==> config.mk <==
export PLATFORM = sky130hd
export DESIGN_NAME = ahb_to_reg_bridge_flat
export DESIGN_NICKNAME = d
export VERILOG_FILES = /design/src/rtl/ahb_to_reg_bridge_if.sv /design/src/rtl/ahb_to_reg_bridge.sv /design/src/flat_wrapper.sv
export SDC_FILE = /design/constraint.sdc
export NUM_CORES = 1
export LEC_CHECK = 0
export CORE_MARGIN = 4
export CORE_UTILIZATION = 46
export CTS_BUF_LIST = sky130_fd_sc_hd__clkbuf_8
export DETAILED_ROUTE_END_ITERATION = 8
export PLACE_DENSITY = 0.9
export SETUP_SLACK_MARGIN = 0.2
export SYNTH_ARGS = -nofsm -noshare
export SYNTH_HDL_FRONTEND = slang
export SYNTH_SLANG_ARGS = --single-unit
==> constraint.sdc <==
create_clock -name clk -period 4.5 [get_ports clk]
set_clock_uncertainty 0.15 [all_clocks]
set_input_delay 0.675 -clock clk [delete_from_list [all_inputs] [get_ports clk]]
set_output_delay 0.675 -clock clk [all_outputs]
set_load 0.05 [all_outputs]
==> src/rtl/ahb_to_reg_bridge_if.sv <==
// Purpose : bus bundle between an AHB slave front end and a register block, as seen by ahb_to_reg_bridge.
// Latency : wiring only, no logic.
// Backpressure: ahb_reg_hld stalls the AHB side; reg_busy stalls the bridge.
// Ports: AHB request (dv/write/size/addr/wdata), AHB response (hld/err/rdata),
//        register strobes (we/re/addr/wdata/be), register response (rdata/error/busy).
// Modports: slave = the bridge; master = the environment driving it (AHB side plus register block).
interface ahb_to_reg_bridge_if #(
   parameter int DATA_WIDTH = 32,
   parameter int ADDR_WIDTH = 32
);
   localparam int DATA_BYTE_WIDTH = DATA_WIDTH / 8;

   // AHB side
   logic                       ahb_reg_dv;
   logic                       ahb_reg_write;
   logic [2:0]                 ahb_reg_size;
   logic [ADDR_WIDTH-1:0]      ahb_reg_addr;
   logic [DATA_WIDTH-1:0]      ahb_reg_wdata;
   logic                       ahb_reg_hld;
   logic                       ahb_reg_err;
   logic [DATA_WIDTH-1:0]      ahb_reg_rdata;

   // register block side
   logic                       reg_we;
   logic                       reg_re;
   logic [ADDR_WIDTH-1:0]      reg_addr;
   logic [DATA_WIDTH-1:0]      reg_wdata;
   logic [DATA_BYTE_WIDTH-1:0] reg_be;
   logic [DATA_WIDTH-1:0]      reg_rdata;
   logic                       reg_error;
   logic                       reg_busy;

   modport slave (
      input  ahb_reg_dv, ahb_reg_write, ahb_reg_size, ahb_reg_addr, ahb_reg_wdata,
      output ahb_reg_hld, ahb_reg_err, ahb_reg_rdata,
      output reg_we, reg_re, reg_addr, reg_wdata, reg_be,
      input  reg_rdata, reg_error, reg_busy
   );

   modport master (
      output ahb_reg_dv, ahb_reg_write, ahb_reg_size, ahb_reg_addr, ahb_reg_wdata,
      input  ahb_reg_hld, ahb_reg_err, ahb_reg_rdata,
      input  reg_we, reg_re, reg_addr, reg_wdata, reg_be,
      output reg_rdata, reg_error, reg_busy
   );
endinterface

==> src/rtl/ahb_to_reg_bridge.sv <==
// Purpose : registered AHB-slave to register-block bridge with HSIZE/address byte-enable decode.
// Latency : 3+RD_LAT cycles from dv to next IDLE (IDLE, ACC, [LAT x RD_LAT], RESP) when reg_busy=0.
// Backpressure: ahb_reg_hld held through ACC/LAT; strobe held while reg_busy=1.
// Ports: clk, rst (synchronous, active-high), bus (ahb_to_reg_bridge_if.slave).
// Optional: define AHB_TO_REG_BRIDGE_TIMEOUT_EN to abort a strobe stalled by reg_busy for
//           TIMEOUT_CYCLES cycles with an error response and zero read data.
module ahb_to_reg_bridge #(
   parameter int DATA_WIDTH      = 32,
   parameter int DATA_BYTE_WIDTH = DATA_WIDTH / 8,
   parameter int ADDR_WIDTH      = 32,
   parameter int RD_LAT          = 0,
   parameter int TIMEOUT_CYCLES  = 256
) (
   input  logic               clk,
   input  logic               rst,
   ahb_to_reg_bridge_if.slave bus
);

   localparam int         LANE_W   = $clog2(DATA_BYTE_WIDTH);
   localparam logic [2:0] MAX_SIZE = 3'(LANE_W);
   localparam logic [1:0] LAT_INIT = 2'((RD_LAT > 0) ? RD_LAT - 1 : 0);

   if (!(DATA_WIDTH == 32 || DATA_WIDTH == 64) || DATA_BYTE_WIDTH != DATA_WIDTH / 8 ||
       RD_LAT < 0 || RD_LAT > 3 || TIMEOUT_CYCLES < 1) begin : g_param_check
      $error("ahb_to_reg_bridge: illegal parameter combination");
   end

   typedef enum logic [1:0] {
      IDLE = 2'd0,
      ACC  = 2'd1,
      LAT  = 2'd2,
      RESP = 2'd3
   } state_t;

   state_t                     state_q, state_d;
   logic                       write_q, write_d;
   logic [1:0]                 lat_q, lat_d;
   logic                       capture;
   logic                       resp_err_d;
   logic                       rdata_upd;
   logic [DATA_WIDTH-1:0]      resp_rdata_d;

   logic                       resp_err_q;
   logic [DATA_WIDTH-1:0]      rdata_q;
   logic                       we_q, re_q;
   logic [ADDR_WIDTH-1:0]      addr_q;
   logic [DATA_WIDTH-1:0]      wdata_q;
   logic [DATA_BYTE_WIDTH-1:0] be_q;

   logic                       dec_err;
   logic [DATA_BYTE_WIDTH-1:0] dec_be;
   logic [LANE_W-1:0]          lane;

`ifdef AHB_TO_REG_BRIDGE_TIMEOUT_EN
   localparam int              TO_W    = $clog2(TIMEOUT_CYCLES + 1);
   localparam logic [TO_W-1:0] TO_LAST = TO_W'(TIMEOUT_CYCLES - 1);
   logic [TO_W-1:0]            to_q, to_d;
`endif

   // Size/alignment decode. A legal access covers 2^size lanes starting at the
   // lane selected by the low address bits; any set address bit below size is a
   // misalignment.
   always_comb begin
      lane    = bus.ahb_reg_addr[LANE_W-1:0];
      dec_err = 1'b0;
      dec_be  = '0;
      if (bus.ahb_reg_size > MAX_SIZE) begin
         dec_err = 1'b1;
      end else begin
         for (int i = 0; i < LANE_W; i++) begin
            if (i < int'(bus.ahb_reg_size) && lane[i]) dec_err = 1'b1;
         end
         for (int b = 0; b < DATA_BYTE_WIDTH; b++) begin
            dec_be[b] = (b >= int'(lane)) &&
                        (b < int'(lane) + (int'(1) << bus.ahb_reg_size));
         end
      end
   end

   always_comb begin
      state_d      = state_q;
      write_d      = write_q;
      lat_d        = lat_q;
      capture      = 1'b0;
      resp_err_d   = 1'b0;
      rdata_upd    = 1'b0;
      resp_rdata_d = rdata_q;
`ifdef AHB_TO_REG_BRIDGE_TIMEOUT_EN
      to_d         = to_q;
`endif
      case (state_q)
         IDLE: begin
            if (bus.ahb_reg_dv) begin
               if (dec_err) begin
                  state_d      = RESP;
                  resp_err_d   = 1'b1;
                  rdata_upd    = 1'b1;
                  resp_rdata_d = '0;
               end else begin
                  state_d = ACC;
                  capture = 1'b1;
                  write_d = bus.ahb_reg_write;
`ifdef AHB_TO_REG_BRIDGE_TIMEOUT_EN
                  to_d    = '0;
`endif
               end
            end
         end
         ACC: begin
            if (bus.reg_busy) begin
`ifdef AHB_TO_REG_BRIDGE_TIMEOUT_EN
               if (to_q == TO_LAST) begin
                  state_d      = RESP;
                  resp_err_d   = 1'b1;
                  rdata_upd    = 1'b1;
                  resp_rdata_d = '0;
               end else begin
                  to_d = to_q + TO_W'(1);
               end
`else
               // No abort path: a stuck register block stalls the AHB side.
               state_d = ACC;
`endif
            end else if (write_q) begin
               state_d    = RESP;
               resp_err_d = bus.reg_error;
            end else if (RD_LAT == 0) begin
               state_d      = RESP;
               resp_err_d   = bus.reg_error;
               rdata_upd    = 1'b1;
               resp_rdata_d = bus.reg_rdata;
            end else begin
               state_d = LAT;
               lat_d   = LAT_INIT;
            end
         end
         LAT: begin
            if (lat_q == 2'd0) begin
               state_d      = RESP;
               resp_err_d   = bus.reg_error;
               rdata_upd    = 1'b1;
               resp_rdata_d = bus.reg_rdata;
            end else begin
               lat_d = lat_q - 2'd1;
            end
         end
         RESP: begin
            // dv still high here belongs to the finishing transfer.
            state_d = IDLE;
         end
         default: state_d = IDLE;
      endcase
   end

   always_ff @(posedge clk) begin
      if (rst) begin
         state_q    <= IDLE;
         write_q    <= 1'b0;
         lat_q      <= 2'd0;
         addr_q     <= '0;
         wdata_q    <= '0;
         be_q       <= '0;
         we_q       <= 1'b0;
         re_q       <= 1'b0;
         resp_err_q <= 1'b0;
         rdata_q    <= '0;
`ifdef AHB_TO_REG_BRIDGE_TIMEOUT_EN
         to_q       <= '0;
`endif
      end else begin
         state_q <= state_d;
         write_q <= write_d;
         lat_q   <= lat_d;
         if (capture) begin
            addr_q  <= bus.ahb_reg_addr;
            wdata_q <= bus.ahb_reg_wdata;
            be_q    <= dec_be;
         end
         // Strobes follow the next state so they are high exactly for the ACC cycles.
         we_q       <= (state_d == ACC) && write_d;
         re_q       <= (state_d == ACC) && !write_d;
         // Only transitions into RESP set the error, so it is a one-cycle pulse.
         resp_err_q <= (state_d == RESP) && resp_err_d;
         if (rdata_upd) rdata_q <= resp_rdata_d;
`ifdef AHB_TO_REG_BRIDGE_TIMEOUT_EN
         to_q <= to_d;
`endif
      end
   end

   assign bus.ahb_reg_hld   = ((state_q == IDLE) && bus.ahb_reg_dv) ||
                              (state_q == ACC) || (state_q == LAT);
   assign bus.ahb_reg_err   = resp_err_q;
   assign bus.ahb_reg_rdata = rdata_q;
   assign bus.reg_we        = we_q;
   assign bus.reg_re        = re_q;
   assign bus.reg_addr      = addr_q;
   assign bus.reg_wdata     = wdata_q;
   assign bus.reg_be        = be_q;

endmodule

==> src/flat_wrapper.sv <==
// flat-port wrapper written by rule: the top's interface ports become plain ports
module ahb_to_reg_bridge_flat 
#(
   parameter int DATA_WIDTH      = 32,
   parameter int DATA_BYTE_WIDTH = DATA_WIDTH / 8,
   parameter int ADDR_WIDTH      = 32,
   parameter int RD_LAT          = 0,
   parameter int TIMEOUT_CYCLES  = 256
)
  (clk, rst, bus_ahb_reg_dv, bus_ahb_reg_write, bus_ahb_reg_size, bus_ahb_reg_addr, bus_ahb_reg_wdata, bus_ahb_reg_hld, bus_ahb_reg_err, bus_ahb_reg_rdata, bus_reg_we, bus_reg_re, bus_reg_addr, bus_reg_wdata, bus_reg_be, bus_reg_rdata, bus_reg_error, bus_reg_busy);
  ahb_to_reg_bridge_if #(.DATA_WIDTH(DATA_WIDTH), .ADDR_WIDTH(ADDR_WIDTH)) bus_i ();
  input  logic clk;
  input  logic rst;
  input wire logic [$bits(bus_i.ahb_reg_dv)-1:0] bus_ahb_reg_dv;
  input wire logic [$bits(bus_i.ahb_reg_write)-1:0] bus_ahb_reg_write;
  input wire logic [$bits(bus_i.ahb_reg_size)-1:0] bus_ahb_reg_size;
  input wire logic [$bits(bus_i.ahb_reg_addr)-1:0] bus_ahb_reg_addr;
  input wire logic [$bits(bus_i.ahb_reg_wdata)-1:0] bus_ahb_reg_wdata;
  output wire logic [$bits(bus_i.ahb_reg_hld)-1:0] bus_ahb_reg_hld;
  output wire logic [$bits(bus_i.ahb_reg_err)-1:0] bus_ahb_reg_err;
  output wire logic [$bits(bus_i.ahb_reg_rdata)-1:0] bus_ahb_reg_rdata;
  output wire logic [$bits(bus_i.reg_we)-1:0] bus_reg_we;
  output wire logic [$bits(bus_i.reg_re)-1:0] bus_reg_re;
  output wire logic [$bits(bus_i.reg_addr)-1:0] bus_reg_addr;
  output wire logic [$bits(bus_i.reg_wdata)-1:0] bus_reg_wdata;
  output wire logic [$bits(bus_i.reg_be)-1:0] bus_reg_be;
  input wire logic [$bits(bus_i.reg_rdata)-1:0] bus_reg_rdata;
  input wire logic [$bits(bus_i.reg_error)-1:0] bus_reg_error;
  input wire logic [$bits(bus_i.reg_busy)-1:0] bus_reg_busy;
  assign bus_i.ahb_reg_dv = bus_ahb_reg_dv;
  assign bus_i.ahb_reg_write = bus_ahb_reg_write;
  assign bus_i.ahb_reg_size = bus_ahb_reg_size;
  assign bus_i.ahb_reg_addr = bus_ahb_reg_addr;
  assign bus_i.ahb_reg_wdata = bus_ahb_reg_wdata;
  assign bus_ahb_reg_hld = bus_i.ahb_reg_hld;
  assign bus_ahb_reg_err = bus_i.ahb_reg_err;
  assign bus_ahb_reg_rdata = bus_i.ahb_reg_rdata;
  assign bus_reg_we = bus_i.reg_we;
  assign bus_reg_re = bus_i.reg_re;
  assign bus_reg_addr = bus_i.reg_addr;
  assign bus_reg_wdata = bus_i.reg_wdata;
  assign bus_reg_be = bus_i.reg_be;
  assign bus_i.reg_rdata = bus_reg_rdata;
  assign bus_i.reg_error = bus_reg_error;
  assign bus_i.reg_busy = bus_reg_busy;
  ahb_to_reg_bridge #(.DATA_WIDTH(DATA_WIDTH), .DATA_BYTE_WIDTH(DATA_BYTE_WIDTH), .ADDR_WIDTH(ADDR_WIDTH), .RD_LAT(RD_LAT), .TIMEOUT_CYCLES(TIMEOUT_CYCLES)) u_core (.clk(clk), .rst(rst), .bus(bus_i));
endmodule
### Word level (Yosys, flattened, before mapping)

Cells that the tools add are included.

* flip-flop bits (word level): 108

* add/sub/neg operators: 2
* order comparisons: 10
* equal/unequal tests: 10
* shift operators: 1
* muxes and demuxes: 30
* bitwise operators: 1
* reductions and logical operators: 17

Operator list (count)
* $mux 32: 5
* $pmux 32 s3: 1
* $lt 3x32->1 const A: 2
* $add 3x32->32: 1
* $lt 1x32->1 const A: 1
* $lt 2x32->1 const A: 1
* $shl 1x3->32 const A: 1
* $mux 1: 16
* $logic_and 1x1->1: 9
* $mux 2: 4
* $pmux 2 s4: 1
* $reduce_and 7->1: 1
* $eq 2x2->1 const B: 3
* $lt 1x3->1 const A: 2
* $ne 2x2->1 const B: 3
* $pmux 1 s3: 2
* $eq 2x1->1 const B: 2
* $ge 1x2->1 const A: 2
* $logic_not 2->1: 2
* $mux 4: 1
* $ne 2x1->1 const B: 2
* $gt 3x2->1 const B: 1
* $reduce_bool 3->1: 1
* $ge 2x2->1 const A: 1
* other kinds (5): 6

### Logic depth before layout (Yosys ltp)

* word-level depth: 10
* gate-level depth with buffers: 9

### Least setup slack after synthesis

OpenSTA, ideal clock, no wires.

* path kind: input to register
* start point: in bus_ahb_reg_size[1]
* end point: reg u_core.be_q[2], in the netlist u_core.bus.reg_be[2]
* setup time: 0.084 ns
* arrival: 2.401 ns
* setup slack: 1.864 ns
* stages on the path: 9
* path buffers: 1
* cell sequence: clkbuf_2 > nor3_2 > ha_1 > inv_1 > fa_1 > and3b_1 > a211oi_1 > o211ai_1 > o31ai_2

* cells in the longest elaborated chain, start to end: 8
* elaborated cells between the ends (all ways): 16
* those cells by class: add/sub: 1; order compare: 4; shift: 1; mux: 7; reduce/logical: 3

Ends and longest elaborated chain
* start: declaration: line flat_wrapper.sv:16 `input wire logic [$bits(bus_i.ahb_reg_size)-1:0] bus_ahb_reg_size;`
* parallel branches: the longest is 8 deep, another holds $add 3x32->32
* end signal: assignment: line ahb_to_reg_bridge.sv:162 `be_q <= '0;`
* end signal: assignment: line ahb_to_reg_bridge.sv:177 `be_q <= dec_be;`
* end: declaration: line ahb_to_reg_bridge.sv:48 `logic [DATA_BYTE_WIDTH-1:0] be_q;`

Parallel ways; which one is timed is not known.
A chain may end at the register's enable or synchronous reset.

### Worst setup path in the final report

* start point: in bus_ahb_reg_dv
* end point: out bus_ahb_reg_hld

* cells in the longest elaborated chain, start to end: 3

Ends and longest elaborated chain
* start: declaration: line flat_wrapper.sv:14 `input wire logic [$bits(bus_i.ahb_reg_dv)-1:0] bus_ahb_reg_dv;`
* $logic_and 1x1->1: line ahb_to_reg_bridge.sv:191 `assign bus.ahb_reg_hld = ((state_q == IDLE) && bus.ahb_reg_dv) ||`
* $logic_or 1x1->1: line ahb_to_reg_bridge.sv:191
* $logic_or 1x1->1: line ahb_to_reg_bridge.sv:192 `(state_q == ACC) || (state_q == LAT);`
* end: declaration: line flat_wrapper.sv:19 `output wire logic [$bits(bus_i.ahb_reg_hld)-1:0] bus_ahb_reg_hld;`

Every way passes these cells.

==> impl_metrics.json <==
{
  "run_status": "complete, no violations",
  "comb_power_share": 0.447,
  "rr_startpoint": "u_core.state_q[0]$_SDFF_PP0_",
  "setup-violations-final": 0,
  "slew_headroom": 0.249,
  "crit_fanout": 5,
  "grt_start_max_net_pins": 139,
  "r2r_cells": 7,
  "synth_edf_count": 0,
  "slew_viol_final": 0,
  "synth_seq_area_share": 0.479,
  "gp_congestion": 0.777,
  "grt_pass1_wl_um": 19600,
  "design.die.area_sq_mm": 0.0115,
  "postSynthAreaPerCell_sq_um": 8.74,
  "diodes": 0,
  "irDropWorstVdd_v": 0.000326,
  "place_hpwl_um": 9140,
  "clk_latency_ns": 0.35,
  "instances_no_fill": 835,
  "grt_pass1_vias": 4127,
  "placed_cells": 819,
  "worst_pin_slew_ns": 1.13,
  "fin_nets": 815,
  "tritoncts": "built",
  "clk_pin_slew_ns": 0.09,
  "regToRegEndpoint": "u_core.bus.reg_addr[1]$_SDFFE_PP0P_",
  "fin_crit_sh": 0.682,
  "yosysTopAreaCell": "dfxtp_1",
  "num_rows": 35,
  "setup_tns_ns": 0,
  "hp-class": "flop to flop",
  "ant_nets": 0,
  "num_vias": 4170,
  "pwr-share-seq": 0.375,
  "powerDensity_mw_per_mm2": 453,
  "hold-path-cell-count": 2,
  "synth_cells": 517,
  "io_buffers": 208,
  "area_growth_pct": 48.9,
  "hold_buffers": 0,
  "grt_antenna_before_repair": 0,
  "synth_top_area_share": 0.479,
  "swShare": 0.411,
  "clockBufferDepth": 2,
  "yosysWarningCount": 0,
  "rsz0062_at_grt": "false",
  "leakagePower_nw": 2.34,
  "crit_type": "input pin to output pin",
  "clkPwrFrac": 0.178,
  "p_int_mw": 1.80,
  "htree_levels": 3,
  "p_sw_mw": 1.25,
  "required_ns": 3.67,
  "grt_usage": 0.209,
  "wl_per_cell_um": 14.9,
  "grt-ovfl-total": 0,
  "final_util": 0.715,
  "crit_path_end_kind": "output pin",
  "routed_wl_um": 12400,
  "layout_min_cycle_time_ns": 3.07,
  "die_h_um": 107,
  "worst_setup_path_start_kind": "input pin",
  "reg2reg_slack_ns": 2.00,
  "synth-seq-cells": 108,
  "post_synth_num_cell_types": 36,
  "synth_fp_nets": 631,
  "initial_core_util": 0.480,
  "core_area_sq_mm": 0.00942,
  "drv_cap": 0,
  "hold_violations": 0,
  "drt-pass1-iter-count": 5,
  "post_cts_resized": 0,
  "ys.flop_type": "dfxtp_1",
  "first_iter_violations": 214,
  "synth_top_cells_by_area": "dfxtp_1 48%, nand2_1 11%, a21oi_1 7.8%, mux2i_1 7.3%, nand3b_1 5.6%",
  "layout-drive-gt1-share": 0.0340,
  "hold_start": "u_core.bus.reg_wdata[29]$_SDFFE_PP0P_",
  "cp.arrival_ns": 2.25,
  "io_pins": 209,
  "nFillCells": 734,
  "cts_root_buffer": "clkbuf_8",
  "clkSinkCount": 108,
  "min_to": "u_core.bus.reg_wdata[29]$_SDFFE_PP0P_",
  "fp.dieW_um": 107,
  "max_freq_ghz": 0.326,
  "viasPerCell": 4.99,
  "drc": 0,
  "async_flop_share": 0,
  "cts_buffers": 9,
  "syn-cell-area_sq_mm": 0.00452,
  "cts_setup_buffers": 0
}
[cells by family after synthesis]
| logic type | count (synthesis) | share of synthesized area |
|---|---|---|
| AND/OR/NAND/NOR | 232 | 0.252 |
| adder cells (fa/ha/maj) | 9 | 0.0266 |
| XOR/XNOR | 1 | 0.00194 |
| flip-flops | 108 | 0.479 |
| AO/OA/AOI/OAI | 87 | 0.109 |
| buffers and inverters | 47 | 0.0587 |
| multiplexers | 33 | 0.0731 |
[worst max-delay path, stage by stage]
cell             delay (ns)
clkdlybuf4s50_1        0.55
nand2_1                0.12
nand2_1                0.09
clkdlybuf4s50_1        0.81
[flip-flops by register name (all words and copies together) (netlist names)]
signal	cells
u_core.bus.ahb_reg_rdata	32
u_core.bus.reg_addr	32
u_core.bus.reg_wdata	32
u_core.bus.reg_be	4
u_core.lat_q	2
u_core.state_q	2
u_core.bus.ahb_reg_err	1
u_core.bus.reg_re	1
u_core.bus.reg_we	1
u_core.write_q	1
[metrics by stage]
stage | hold WS (ns) | total power [mW] | setup WS (ns) | instance area [sq um]
2_1_floorplan | 0.328 | 2.13 | 1.86 | 4520
3_3_place_gp | 0.290 | 2.50 | 1.32 | 6550
3_5_place_dp | 0.296 | 2.53 | 1.17 | 6550
4_1_cts | 0.310 | 3.07 | 1.43 | 6730
5_1_grt | 0.325 | 3.20 | 1.24 | 6730
6_report | 0.307 | 3.05 | 1.43 | 6730
[worst max-delay path by stage]
stage                              from                              endpoint  slack (ns)  cells after the start
floorplan           bus_ahb_reg_size[1]     u_core.bus.reg_be[2]$_SDFFE_PP0P_        1.86                      9
global placement    bus_ahb_reg_addr[1]  u_core.bus.reg_wdata[2]$_SDFFE_PP0P_        1.32                      6
detailed placement  bus_ahb_reg_size[1]     u_core.bus.reg_be[2]$_SDFFE_PP0P_        1.17                      9
CTS                      bus_ahb_reg_dv                       bus_ahb_reg_hld        1.43                      4
global route        bus_ahb_reg_size[1]     u_core.bus.reg_be[2]$_SDFFE_PP0P_        1.24                      9
finish                   bus_ahb_reg_dv                       bus_ahb_reg_hld        1.43                      4
[power by group through the flow]
| stage | clock [mW] | combinational [mW] | sequential [mW] |
|---|---|---|---|
| floorplan | 0 | 0.596 | 1.54 |
| global placement | 0 | 1.34 | 1.16 |
| detailed placement | 0 | 1.37 | 1.16 |
| CTS | 0.555 | 1.37 | 1.14 |
| global route | 0.602 | 1.44 | 1.16 |
| finish | 0.544 | 1.36 | 1.14 |
[metal layers]
layer	wire length [um]	share of wire	global-route usage
met1	4960	0.40	0.233
met5	0	0	0
met4	432	0.035	0.0950
met2	6010	0.48	0.362
met3	1030	0.083	0.0662
[placed cells by master (no fill, tap or decap), types with 4 or more instances in the layout]
cell             count
clkbuf_8            10
nand2_1            136
mux2i_1             33
a21oi_1             70
nor2_1              14
inv_1               10
buf_4                4
dfxtp_1            108
clkdlybuf4s50_1    207
ha_1                 8
nand2b_1            32
nand3b_1            34
[cell usage after synthesis (2+ instances only)]
cell type,count
buf_6,10
ha_1,8
nor3b_1,2
a211oi_1,3
a221o_1,2
clkbuf_1,19
a21oi_1,70
nand3b_1,34
nor2_1,14
o21ai_0,3
and3b_1,3
nor2b_1,2
nor3_1,2
inv_1,9
dfxtp_1,108
nand2_1,136
mux2i_1,33
nand2b_1,32
buf_2,7
a21o_1,4
[area by class of cell]
type                            instances  area (sq um)  area share
Sequential cell                       108          2160       0.321
Timing Repair Buffer                  211          2100       0.312
Multi-Input combinational cell        362          2090       0.311
Tap cell                              129           161      0.0240
Clock buffer                           10           138      0.0205
Clock inverter                          6          40.0     0.00595
Inverter                                9          33.8     0.00502
Note: power is estimated with default switching activity, not from simulation.
